===== src/rtl/cpu_defines.sv =====
// cpu_defines: shared widths, encodings and constants for the siiCpu pipeline
package cpu_defines;
    localparam int XLEN = 32;
    localparam int SPM_ADDR_W = 12;
    localparam logic READ = 1'b1;
    localparam logic WRITE = 1'b0;
    localparam logic [XLEN-1:0] NOP_INSN = 32'h0000_0013;
    typedef logic [XLEN-1:0] word_t;
endpackage


===== src/rtl/if_stage_if_id_reg.sv =====
// if_id_reg: IF/ID pipeline register
//   clk, rst_ (async active-low)  stall: hold all outputs  flush: insert a NOP bubble (pc holds)
//   in_pc/in_insn/in_en: next values   pc/insn/en: registered IF/ID outputs
module if_id_reg import cpu_defines::*; #(
    parameter word_t NOP = cpu_defines::NOP_INSN
) (
    input  logic  clk,
    input  logic  rst_,
    input  logic  stall,
    input  logic  flush,
    input  word_t in_pc,
    input  word_t in_insn,
    input  logic  in_en,
    output word_t pc,
    output word_t insn,
    output logic  en
);
    always_ff @(posedge clk or negedge rst_) begin
        if (!rst_) begin
            pc   <= '0;
            insn <= NOP;
            en   <= 1'b0;
        end else if (flush) begin
            insn <= NOP;
            en   <= 1'b0;
        end else if (!stall) begin
            pc   <= in_pc;
            insn <= in_insn;
            en   <= in_en;
        end
    end
endmodule


===== src/rtl/if_stage.sv =====
// if_stage: instruction fetch; issues one spm read per cycle and pairs each returned word with its PC
//   clk, rst_ (async active-low)  stall: hold PC and IF/ID  flush/new_pc: squash and redirect
//   if_spm_*: spm instruction port (read-only, strobe active low)
//   if_pc/if_insn/if_en: IF/ID register outputs
module if_stage import cpu_defines::*; #(
    parameter word_t RESET_VECTOR = 32'h0000_0000,
    parameter int    SPM_ADDR_W   = cpu_defines::SPM_ADDR_W,
    parameter word_t NOP_INSN     = cpu_defines::NOP_INSN
) (
    input  logic                  clk,
    input  logic                  rst_,
    input  logic                  stall,
    input  logic                  flush,
    input  word_t                 new_pc,
    output logic [SPM_ADDR_W-1:0] if_spm_addr,
    output logic                  if_spm_as_,
    output logic                  if_spm_rw,
    output word_t                 if_spm_wr_data,
    input  word_t                 if_spm_rd_data,
    output word_t                 if_pc,
    output word_t                 if_insn,
    output logic                  if_en
);
    localparam logic [0:0] RUN  = 1'b0;
    localparam logic [0:0] HOLD = 1'b1;

    word_t      pc;
    word_t      rsp_pc;
    logic       rsp_vld;
    word_t      hold_insn;
    logic [0:0] state;
    word_t      cur_insn;

    assign if_spm_addr    = pc[SPM_ADDR_W+1:2];
    assign if_spm_as_     = ~rst_;
    assign if_spm_rw      = READ;
    assign if_spm_wr_data = '0;

    // While stalled the spm keeps re-reading pc, so the word for rsp_pc is only
    // valid on the first stalled cycle; it is parked in hold_insn until release.
    assign cur_insn = (state == HOLD) ? hold_insn : if_spm_rd_data;

    always_ff @(posedge clk or negedge rst_) begin
        if (!rst_) begin
            pc        <= RESET_VECTOR;
            rsp_pc    <= '0;
            rsp_vld   <= 1'b0;
            hold_insn <= '0;
            state     <= RUN;
        end else if (flush) begin
            pc      <= new_pc & ~word_t'(3);
            rsp_vld <= 1'b0;
            state   <= RUN;
        end else if (stall) begin
            if (state == RUN) begin
                hold_insn <= if_spm_rd_data;
                state     <= HOLD;
            end
        end else begin
            rsp_pc  <= pc;
            rsp_vld <= 1'b1;
            pc      <= pc + 32'd4;
            state   <= RUN;
        end
    end

    if_id_reg #(.NOP(NOP_INSN)) u_if_id_reg (
        .clk     (clk),
        .rst_    (rst_),
        .stall   (stall),
        .flush   (flush),
        .in_pc   (rsp_pc),
        .in_insn (rsp_vld ? cur_insn : NOP_INSN),
        .in_en   (rsp_vld),
        .pc      (if_pc),
        .insn    (if_insn),
        .en      (if_en)
    );
endmodule


===== config.mk =====
export PLATFORM = sky130hd
export DESIGN_NAME = if_stage
export DESIGN_NICKNAME = d
export VERILOG_FILES = /design/src/rtl/cpu_defines.sv /design/src/rtl/if_stage_if_id_reg.sv /design/src/rtl/if_stage.sv
export SDC_FILE = /design/constraint.sdc
export NUM_CORES = 1
export LEC_CHECK = 0
export BUFFER_PORTS_ARGS = -buffer_cell sky130_fd_sc_hd__buf_2
export CAP_MARGIN = 30
export CORE_MARGIN = 2
export CORE_UTILIZATION = 51
export DETAILED_ROUTE_END_ITERATION = 8
export PLACE_DENSITY_LB_ADDON = 0.2
export SLEW_MARGIN = 0
export SYNTH_ARGS = -nofsm -noshare
export SYNTH_HDL_FRONTEND = slang
export SYNTH_SLANG_ARGS = --single-unit

===== constraint.sdc =====
create_clock -name clk -period 2.5 [get_ports clk]
set_input_delay 0.375 -clock clk [delete_from_list [all_inputs] [get_ports clk]]
set_output_delay 0.375 -clock clk [all_outputs]
set_load 0.01 [all_outputs]

==> summary.txt, run 1 <==
STA
  – RSZ-0062 raised after global routing: no
  – Slew @ Worst Pin: 878 ps
  – Fin crit share: a little over four fifths
  – Final-report max-slew violation count: 0
  – Final Setup Violations: 0
  – Clock Skew: 6.65 ps
  – Slew margin rel.: between 40 and 50%
  – Sum Neg Setup Slack: 0 ps
  – Fmax: between 400 and 500 MHz
  – Final Critical Period: 2080 ps
  – Hold Vio Cnt, Final: 0

Power and ir drop
  – Total power: ~7 mW
  – Lkg Pwr: between 3 and 4 nW
  – VDD IR max: 0.421 mV
  – PD cells: roughly 820 nW/µm²

Cells and area
  – Final instance area: 8460 µm²
  – Nets: a little under 800
  – Post-Layout Cell Count: 919
  – Core Util, Final: 61.4%
  – Share of layout cells above drive strength 1: around two fifths
  – Area grow syn2layout: 19.0%

Logic synthesis
  – Complex-gate fraction of the synthesized area: under 10%
  – Async S/R FF share, synth: between 90% and 100%
  – Post-synth top area share: ~54%
  – Mux contribution to synthesized area: between 10% and 20%
  – Number of synthesized flops with an enable pin: 0
  – Synthesized flop and latch total: about 160
  – Synth Area in Adders: 0.176%
  – Synth Flop Type: dfrtp_1
  – Sequential fraction of the synthesis area: between 50% and 60%
  – Largest family of logic cells by synthesized area: multiplexers
  – Cell with the most instances after synthesis: dfrtp_1
  – Synth top area cells: dfrtp_1 (54%), mux2_2 (15%), buf_4 (5.0%)
  – Mean Syn Cell Area: 11.9 µm²
  – Most frequent cells after synthesis: dfrtp_1 (154), mux2_2 (95), nand2_1 (66)
  – Mapped cell area: ~7100 µm²
  – Post-synthesis cell count: 596
  – XOR/XNOR Fraction of Synth Area: under 10%
  – Synth area leader: dfrtp_1
  – Post-synthesis cell type count: 43
  – Synth warn: 0
  – Post-synthesis simple-gate area fraction: 10.3%

Global route
  – Total track usage: roughly 20%
  – Largest net degree at the start of global routing: between 150 and 200
  – Initial antenna violation count: 0
  – GRT Residual Overflow: 0
  – First-pass GRT wire length: between 20 and 25 mm
  – Number of global-route vias before repair: 4,874

Setup path
  – Worst EP arrival: ~2400 ps
  – CP Max Fanout: 7
  – Worst Path Required: roughly 2800 ps
  – CP endpoint kind: flip-flop
  – CP Class: flip-flop to flip-flop
  – Critical Path Source Type: flip-flop

Floorplanning
  – Die extent in y: about 120 µm
  – Die X: approximately 120 µm
  – Total Die Area: between 10,000 and 15,000 µm²
  – I/O pins: 179
  – Core ar.: 13,800 µm²
  – Initial Util: slightly above 50%
  – Standard-cell rows: 43

Routing
  – Vias per inst: 5.27
  – DR pass1 iterations: 4
  – Number of routed nets with antenna violations: 0
  – DRC: 0
  – Initial DRC count: approximately 350
  – Via count: between 4k and 5k
  – WL/cell: between 15 and 20 µm
  – Final wirelength: about 15 mm

CTS
  – Worst skew pair latency: around 420 ps
  – Resized cells post-CTS: 0
  – # hold bufs at CTS: 0
  – Worst-path clk slew: ~60 ps
  – Post-CTS Setup Inserts: 0
  – Number of buffers created by CTS: 17
  – CTS max path bufs: 2
  – Sink Count: between 150 and 200
  – Root Buffer Master: clkbuf_16
  – CTS tree: done
  – H-Tree Level Count: 4

Placement
  – Post-Place Cells: just under 900
  – Final HPWL DP: around 10 mm
  – GP Congestion: 0.840
  – Input/output buffers: around 140
  – Placement Cell Area: 7820 µm²

Run
  – # Max-Cap Violations: 0

Min path
  – Hold crit path type: input port to async pin

Status
  – Status: completed
## metal layers
metal / track usage [%] / vias up / part of all wire [%] / wire length [µm]
met2: 34.7 / 138 / 51 / 7380
met1: 25.1 / 2398 / 42 / 6170
met4: 7.97 / 0 / 1.1 / 161
li1: - / 2291 / - / -
met5: 0 / - / 0 / 0
met3: 5.62 / 12 / 6.1 / 894
## cells in the final DEF (no fill, tap or decap), types with 3 or more instances in the layout
cell,count
nor3_1,4
a21oi_1,3
a31oi_1,8
nand3_1,13
mux2_2,95
o22a_1,3
o21ai_0,46
nand2_1,66
dfrtp_1,153
xnor2_1,9
conb_1,35
mux2i_1,30
nand4_1,7
inv_1,5
bufinv_16,5
buf_2,140
clkbuf_16,17
dfstp_2,3
xor2_1,6
nor2_1,14
o31ai_1,8
nor4_1,5
or3_1,3
or4_1,8
nand3b_1,3
buf_4,11
clkinv_2,5
## path summary, 6_finish.rpt
kind / from / end / slack [ps] / cells past startpoint
setup / recovery: pc[2]$_DFFE_PN0N_ / pc[26]$_DFFE_PN0N_ / 420 / 5
hold / removal: rst_ / u_if_id_reg.pc[27]$_DFFE_PN0P_ / 70 / 2
setup reg to reg: pc[2]$_DFFE_PN0N_ / pc[26]$_DFFE_PN0N_ / 420 / 5
hold reg to reg: u_if_id_reg.insn[11]$_DFFE_PN0N_ / u_if_id_reg.insn[11]$_DFFE_PN0N_ / 470 / 2
max in group asynchronous: rst_ / u_if_id_reg.pc[28]$_DFFE_PN0P_ / 1730 / 2
min in group clk: new_pc[9] / pc[9]$_DFFE_PN0N_ / 160 / 3
## area by class of cell
type / instances / area [µm²]
antenna: 1 / 2.50
clock buffer: 20 / 447
clock inverter: 12 / 193
fill: 1125 / 5310
inverter: 5 / 18.8
multi-input combinational: 391 / 2830
sequential: 157 / 3930
tap: 180 / 225
timing repair buffer: 153 / 815
## through the flow
stage               setup WS (ps)  hold WS [ps]
floorplan                     605          79.4
global placement              449           457
detailed placement            394           466
CTS                           431           140
global route                  292           159
finish                        417          67.5
## registers in the layout (all words and copies together), names as in the netlist
name,flops
state,1
rsp_vld,1
pc,30
u_if_id_reg.en,1
u_if_id_reg.pc,30
hold_insn,32
rsp_pc,30
u_if_id_reg.insn,32
## report_power, final
| part | total [mW] | internal [mW] | switching (mW) |
|---|---|---|---|
| Clock | 2.77 | 1.79 | 0.981 |
| Sequential | 3.18 | 2.93 | 0.253 |
| Combinational | 0.999 | 0.516 | 0.484 |
## worst max-delay path: stages, from the launching register on
cell and delay [ps]:
dfrtp_1 470, ha_1 230, and3b_1 300, nand3_1 270, or4_1 530, a31oi_1 180
## logic make-up (layout without fill, tap and decap cells)
kind of cell	after synthesis	after routing
buf+inv	81	190
flops	157	157
compound gates	75	75
simple gates	140	140
other cells	2	36
mux	125	125
fa+ha+maj	1	1
xor+xnor	15	15
No activity file was read; power rests on OpenSTA's default activity.
==> run 2: changes to the inputs <==
--- a/config.mk
+++ b/config.mk
@@ -5,6 +5,7 @@
 export SDC_FILE = /design/constraint.sdc
 export NUM_CORES = 1
 export LEC_CHECK = 0
+export ABC_AREA = 1
 export BUFFER_PORTS_ARGS = -buffer_cell sky130_fd_sc_hd__buf_2
 export CAP_MARGIN = 30
 export CORE_MARGIN = 2
==> constraint.sdc (replaced) <==
create_clock -name clk -period 1.95 [get_ports clk]
set_input_delay 0.2925 -clock clk [delete_from_list [all_inputs] [get_ports clk]]
set_output_delay 0.2925 -clock clk [all_outputs]
set_load 0.01 [all_outputs]
==> run 2 against run 1 <==
Compared with the run above:
- clock skew is 2.3 ps higher
- die area is 7.5% higher
- final cell count is 39% higher
- maximum frequency is 31% higher
- via count is 30% higher
- critical path depth is 2 higher
- count of clock-buffer cells in the layout is 3 higher
- largest cell class unchanged
- largest power group unchanged
==> summary.txt, run 2 <==
Logic synthesis
  – Post-synthesis cell type count: 37 (-14%)
  – Post-synthesis cell count: 960 (+61%)
  – Synth area leader: dfrtp_1
  – Synthesized flop and latch total: 157 (unchanged)
  – Async S/R FF share, synth: 100% (unchanged)
  – Sequential fraction of the synthesis area: 51.3% (-4.0 points)
  – Number of synthesized flops with an enable pin: 0 (unchanged)
  – Cell with the most instances after synthesis: nand2_1
  – Mean Syn Cell Area: 7.99 µm² (-33%)
  – Synth warn: 0 (unchanged)
  – Most frequent cells after synthesis: nand2_1 (335), dfrtp_1 (154), inv_1 (92)
  – Synth Flop Type: dfrtp_1
  – Mapped cell area: 7670 µm² (+7.8%)
  – Synth top area cells: dfrtp_1 (50%), nand2_1 (16%), o21ai_0 (5.4%)
  – Post-synth top area share: 50.3% (-3.9 points)

Cells and area
  – Area grow syn2layout: 16.7%
  – Largest registers: hold_insn: 32 flops, u_if_id_reg.insn: 32 flops
  – Commonest non-fill, non-tap cell in the layout: nand2_1
  – Post-Layout Cell Count: 1,275 (+39%)
  – Share of layout cells above drive strength 1: 19.3% (-20 points)
  – Core Util, Final: 61.3% (-0.13 points)
  – Final instance area: 8940 µm² (+5.7%)
  – Nets: 1,145 (+44%)
  – Commonest non-fill, non-tap cells in the layout: nand2_1 (335), dfrtp_1 (154), buf_2 (140), inv_1 (92), o21ai_0 (82)

Setup path
  – Worst Path Required: 2260 ps (-580 ps)
  – FF-to-FF End: pc[31]$_DFFE_PN0N_
  – CP Class: flip-flop to flip-flop
  – CP Max Fanout: 7 (unchanged)
  – Reg2Reg Depth: 7 (+2)
  – RR Startpoint: pc[4]$_DFFE_PN0N_
  – Critical Path Source Type: flip-flop
  – Reg2reg setup slack: 360 ps (-60 ps)
  – Worst EP arrival: 1900 ps (-520 ps)
  – CP endpoint kind: flip-flop

STA
  – Final Setup Violations: 0 (unchanged)
  – Clock Skew: 8.92 ps (+2.27 ps)
  – Fmax: 628 MHz (+31%)
  – Hold Vio Cnt, Final: 0 (unchanged)
  – Final-report max-slew violation count: 0 (unchanged)
  – RSZ-0062 raised after global routing: no
  – Sum Neg Setup Slack: 0 ps (unchanged)
  – Fin crit share: 81.7% (-1.6 points)
  – Final Critical Period: 1590 ps (-490 ps)

Global route
  – Number of global-route vias before repair: 6,011 (+23%)
  – Total track usage: 23.0% (+2.4 points)
  – First-pass GRT wire length: 29.2 mm (+24%)
  – Initial antenna violation count: 3 (+3)
  – GRT Residual Overflow: 0 (unchanged)
  – Largest net degree at the start of global routing: 86 (-46%)

Routing
  – DR pass1 iterations: 5 (+1)
  – Via count: 6,273 (+30%)
  – Final wirelength: 17.6 mm (+21%)
  – Vias per inst: 4.92 (-6.6%)
  – WL/cell: 13.8 µm (-13%)
  – Initial DRC count: 345 (-2.5%)
  – DRC: 0 (unchanged)
  – Number of routed nets with antenna violations: 0 (unchanged)

Min path
  – Hold path startpoint: new_pc[12]
  – Hold Path Stages: 3
  – Hold crit path type: input port to flip-flop
  – Min-Delay Endpoint: pc[12]$_DFFE_PN0N_

CTS
  – Worst skew pair latency: 430 ps (about the same)
  – Sink Count: 157 (unchanged)
  – Root Buffer Master: clkbuf_16
  – CTS max path bufs: 2 (unchanged)
  – Number of buffers created by CTS: 17 (unchanged)
  – Post-CTS Setup Inserts: 0 (unchanged)
  – CTS tree: done
  – H-Tree Level Count: 4 (unchanged)
  – Worst-path clk slew: 60 ps (about the same)

Placement
  – Final HPWL DP: 11.9 mm (+19%)
  – Placement Cell Area: 8340 µm² (+6.6%)
  – Input/output buffers: 141 (unchanged)
  – GP Congestion: 0.891 (+6.1%)
  – Post-Place Cells: 1,240 (+40%)

Power and ir drop
  – Lkg Pwr: 4.69 nW (+20%)
  – PD cells: 939 nW/µm² (+14%)
  – VDD IR max: 0.565 mV (+34%)
  – Total power: 8.40 mW (+21%)

Floorplanning
  – Initial Util: 52.5% (+0.91 points)
  – Die X: 127 µm (+3.7%)
  – Standard-cell rows: 44 (+2.3%)
  – I/O pins: 179 (unchanged)
  – Total Die Area: 16,000 µm² (+7.5%)
  – Core ar.: 14,600 µm² (+5.9%)
  – Die extent in y: 127 µm (+3.7%)

Status
  – Status: completed

Run
  – # Max-Cap Violations: 0 (unchanged)
## run 2: cell types whose count changed after synthesis, sizes merged, moves of 26 or more
cell	previous run	this run
nor2	16	73
mux2i	30	0
o21ai	46	109
mux2	95	0
nand3	13	39
nand2	66	343
inv	5	95
## run 2: worst max-delay path: stages (launching register included)
cell and delay, ps:
dfrtp_1 520, nand3_1 140, nor2_1 250, nand3_1 170, nor2_2 200, nand2_1 70
nand2_1 60, nand3b_1 60
## run 2: repair_timing
action	in CTS	in global routing
hold buffers	1	0
hold endpoints to repair	24	0
endpoints found under the setup margin	0	0
gates resized for setup	0	0
## run 2: final cells by class
class | instances | area, µm²
multi-input combinational | 651 | 2930
sequential | 157 | 3930
inverter | 95 | 357
timing repair buffer | 154 | 900
clock inverter | 9 | 113
tap | 184 | 230
clock buffer | 23 | 478
fill | 1327 | 5640
antenna | 2 | 5.00
## run 2: report_power, final
group          total, mW  leakage (nW)  switching [mW]  internal, mW
logic               1.20          2.44           0.753         0.444
clock network       3.30         0.276            1.31          1.99
registers           3.89          1.97           0.247          3.65
total               8.40          4.69            2.31          6.08
## run 2: worst max path at each step
stage / startpoint / endpoint / slack, ps / cells after the start
floorplan: pc[2]$_DFFE_PN0N_ / pc[24]$_DFFE_PN0N_ / 600 / 8
global placement: flush / u_if_id_reg.insn[21]$_DFFE_PN0N_ / 390 / 7
detailed placement: pc[2]$_DFFE_PN0N_ / pc[24]$_DFFE_PN0N_ / 350 / 8
CTS: pc[2]$_DFFE_PN0N_ / pc[24]$_DFFE_PN0N_ / 350 / 8
global route: pc[4]$_DFFE_PN0N_ / pc[31]$_DFFE_PN0N_ / 210 / 7
finish: pc[4]$_DFFE_PN0N_ / pc[31]$_DFFE_PN0N_ / 360 / 7
## run 2: logic make-up (layout without fill, tap and decap cells)
kind of cell / Yosys count / in the layout / share of synthesized area [%]
XOR/XNOR: 2 / 2 / 0.229
AO/OA/AOI/OAI: 141 / 141 / 9.84
AND/OR/NAND/NOR: 472 / 472 / 26.3
adder cells (fa/ha/maj): 1 / 1 / 0.163
buffers and inverters: 185 / 281 / 12.1
other: 2 / 37 / 0.0980
flip-flops: 157 / 157 / 51.3
## run 2: stage by stage
step	hold slack (ps)	worst slack, ps
after global placement	131	386
after global routing	96.0	212
after detailed placement	132	354
final	100	356
after floorplan	-3.09	597
after CTS	89.0	351
## run 2: layer usage
layer	up-vias	part of all wire, %	track usage [%]
li1	3158	-	-
met1	2929	44	29.8
met2	156	48	36.9
met3	28	6.4	7.00
met4	2	1.8	7.76
met5	-	0.074	0
==> run 3: changes to the inputs <==
--- a/config.mk
+++ b/config.mk
@@ -9,7 +9,7 @@
 export BUFFER_PORTS_ARGS = -buffer_cell sky130_fd_sc_hd__buf_2
 export CAP_MARGIN = 30
 export CORE_MARGIN = 2
-export CORE_UTILIZATION = 51
+export CORE_UTILIZATION = 49
 export DETAILED_ROUTE_END_ITERATION = 8
 export PLACE_DENSITY_LB_ADDON = 0.2
 export SLEW_MARGIN = 0
==> constraint.sdc (replaced) <==
create_clock -name clk -period 1.4 [get_ports clk]
set_input_delay 0.21 -clock clk [delete_from_list [all_inputs] [get_ports clk]]
set_output_delay 0.21 -clock clk [all_outputs]
set_load 0.01 [all_outputs]
==> run 3 against run 2 <==
Compared with the run above:
- global-route usage up 0.19 points
- count of clock-buffer cells in the layout down 4
- largest cell class unchanged
- routed wire length up 4.4%
- die area up 3.9%
- setup slack worse by 350 ps
- largest power group unchanged
- sequential cell count unchanged
- sequential power up 39%
- critical path depth up 1
- maximum frequency up 14%
- clock power up 39%
==> summary.txt, run 3 (synthesis results as in run 2) <==
STA
  – Slew margin rel.: 55.4%
  – Clock Skew: 7.45 ps (-1.48 ps)
  – Hold Vio Cnt, Final: 0 (unchanged)
  – Final Critical Period: 1400 ps (-197 ps)
  – Final Setup Violations: 0 (unchanged)
  – Fmax: 716 MHz (+14%)
  – Sum Neg Setup Slack: 0 ps (unchanged)
  – Fin crit share: 99.8% (+18 points)
  – Slew @ Worst Pin: ~670 ps
  – Final-report max-slew violation count: 0 (unchanged)
  – WHS: 26.6 ps (-73.9 ps)
  – RSZ-0062 raised after global routing: yes

Routing
  – Via count: 6,435 (+2.6%)
  – WL/cell: 13.7 µm (-0.91%)
  – Vias per inst: 4.79 (-2.6%)
  – Final wirelength: 18.4 mm (+4.4%)
  – DR pass1 iterations: 7 (+2)
  – Number of routed nets with antenna violations: 0 (unchanged)
  – Initial DRC count: 429 (+24%)
  – DRC: 0 (unchanged)

Cells and area
  – Share of layout cells above drive strength 1: 24.9% (+5.6 points)
  – Area grow syn2layout: 22.6%
  – Post-Layout Cell Count: 1,343 (+5.3%)
  – Final instance area: 9400 µm² (+5.1%)
  – Commonest non-fill, non-tap cell in the layout: nand2_1
  – Largest registers: hold_insn: 32 flops, u_if_id_reg.insn: 32 flops
  – Nets: 1,189 (+3.8%)
  – ANT cells: 0 (-2)
  – Commonest non-fill, non-tap cells in the layout: nand2_1 (332), dfrtp_1 (151), buf_2 (140), inv_1 (91), o21ai_0 (82)

Status
  – Status: completed

Setup path
  – CP Max Fanout: 5 (-2)
  – Crit-path slowest cell: dfrtp_1
  – Worst Path Required: 1690 ps (-570 ps)
  – Slowest Stage Delay on Critical Path: 350 ps (-170 ps)
  – CP Class: flip-flop to flip-flop
  – Reg2reg setup slack: 3 ps (-350 ps)
  – RR Startpoint: pc[2]$_DFFE_PN0N_
  – CP endpoint kind: flip-flop
  – CP Cell Sequence: ha_2 > nand2_2 > nor2_4 > nand2_4 > nor2_4 > nand3b_1 > nand2_1 > nand3b_1
  – FF-to-FF End: pc[26]$_DFFE_PN0N_
  – Critical Path Source Type: flip-flop
  – Reg2Reg Depth: 8 (+1)
  – Worst EP arrival: 1690 ps (-210 ps)

Global route
  – Initial antenna violation count: 0 (-3)
  – GRT Residual Overflow: 0 (unchanged)
  – Number of global-route vias before repair: 6,210 (+3.3%)
  – First-pass GRT wire length: 30.1 mm (+3.0%)
  – Largest net degree at the start of global routing: 61 (-29%)
  – Total track usage: 23.2% (+0.19 points)

CTS
  – CTS tree: done
  – Worst skew pair latency: 420 ps (about the same)
  – Worst-path clk slew: 60 ps (about the same)
  – Root Buffer Master: clkbuf_16
  – Number of buffers created by CTS: 17 (unchanged)
  – CTS max path bufs: 2 (unchanged)
  – Sink Count: 157 (unchanged)
  – H-Tree Level Count: 4 (unchanged)

Floorplanning
  – Core ar.: 15,300 µm² (+4.6%)
  – Die X: 129 µm (+2.0%)
  – Initial Util: 50.2% (-2.3 points)
  – I/O pins: 179 (unchanged)
  – Total Die Area: 16,700 µm² (+3.9%)
  – Standard-cell rows: 45 (+2.3%)
  – Die extent in y: 129 µm (+2.0%)

Min path
  – Min-Delay Endpoint: pc[10]$_DFFE_PN0N_
  – Hold path startpoint: new_pc[10]
  – Hold Path Stages: 3 (unchanged)
  – Hold crit path type: input port to flip-flop

Run
  – # Max-Cap Violations: 0 (unchanged)

Placement
  – Input/output buffers: 141 (unchanged)
  – Placement Cell Area: 8630 µm² (+3.5%)
  – Post-Place Cells: 1,301 (+4.9%)
  – GP Congestion: 0.876 (-1.8%)
  – Final HPWL DP: 12.7 mm (+6.6%)

Power and ir drop
  – Total power: 11.9 mW (+42%)
  – Lkg Pwr: 4.91 nW (+4.8%)
  – VDD IR max: 0.857 mV (+52%)
  – PD cells: 1260 nW/µm² (+35%)
==> run 3: cell count changes in the layout (fill, tap and decap cells not counted), moves of 5 or more <==
cell	delta
buf_4	+43
nor2_1	-11
nor2_2	+9
nand3_1	-6
nand3_2	+5
==> run 3: repair_timing <==
action,4_1_cts,5_1_grt
endpoints found under the setup margin,8,25
setup buffers,3,8
gates cloned,0,0
pin swaps,7,10
hold endpoints to repair,108,0
hold buffers,1,0
gates resized for setup,4,26
==> run 3: worst max path at each step <==
stage,from,to,cells past startpoint
2_1_floorplan,pc[2]$_DFFE_PN0N_,pc[24]$_DFFE_PN0N_,8
3_3_place_gp,pc[2]$_DFFE_PN0N_,pc[24]$_DFFE_PN0N_,8
3_5_place_dp,pc[2]$_DFFE_PN0N_,pc[26]$_DFFE_PN0N_,8
4_1_cts,pc[2]$_DFFE_PN0N_,if_spm_addr[0],3
5_1_grt,pc[2]$_DFFE_PN0N_,pc[26]$_DFFE_PN0N_,8
6_report,pc[2]$_DFFE_PN0N_,pc[26]$_DFFE_PN0N_,8
==> run 3: cell type report <==
class / instances / area, µm²
clock buffers: 19 / 453
flip-flops and latches: 157 / 3940
multi-input cells: 651 / 3020
well taps: 211 / 264
inverters: 95 / 357
fillers: 1401 / 5860
repair buffers: 198 / 1230
clock inverters: 12 / 138
==> run 3: per-stage QoR <==
stage | setup slack [ps] | utilization [%]
after CTS | -61.0 | 60.7
after floorplan | 46.7 | -
after global placement | -12.3 | 56.5
after global routing | -81.9 | 61.6
after detailed placement | -49.4 | 56.5
final | 3.01 | 61.6
==> run 3: layer usage <==
layer | part of all wire, % | track usage [%]
met1 | 44 | 29.8
met2 | 48 | 38.3
met3 | 6.8 | 6.98
met4 | 1.2 | 6.52
met5 | 0 | 0
==> run 3: where the power goes <==
part / total (mW) / internal, mW / switching, mW
clock network: 4.60 / 2.72 / 1.88
registers: 5.40 / 5.08 / 0.314
logic: 1.88 / 0.743 / 1.14
==> run 3: critical path: cells and delay by family (launching register included) <==
kind	cells	cell delay (ps)
and+or+nand+nor	7	730
DFF	1	350
adders and majority gates	1	190
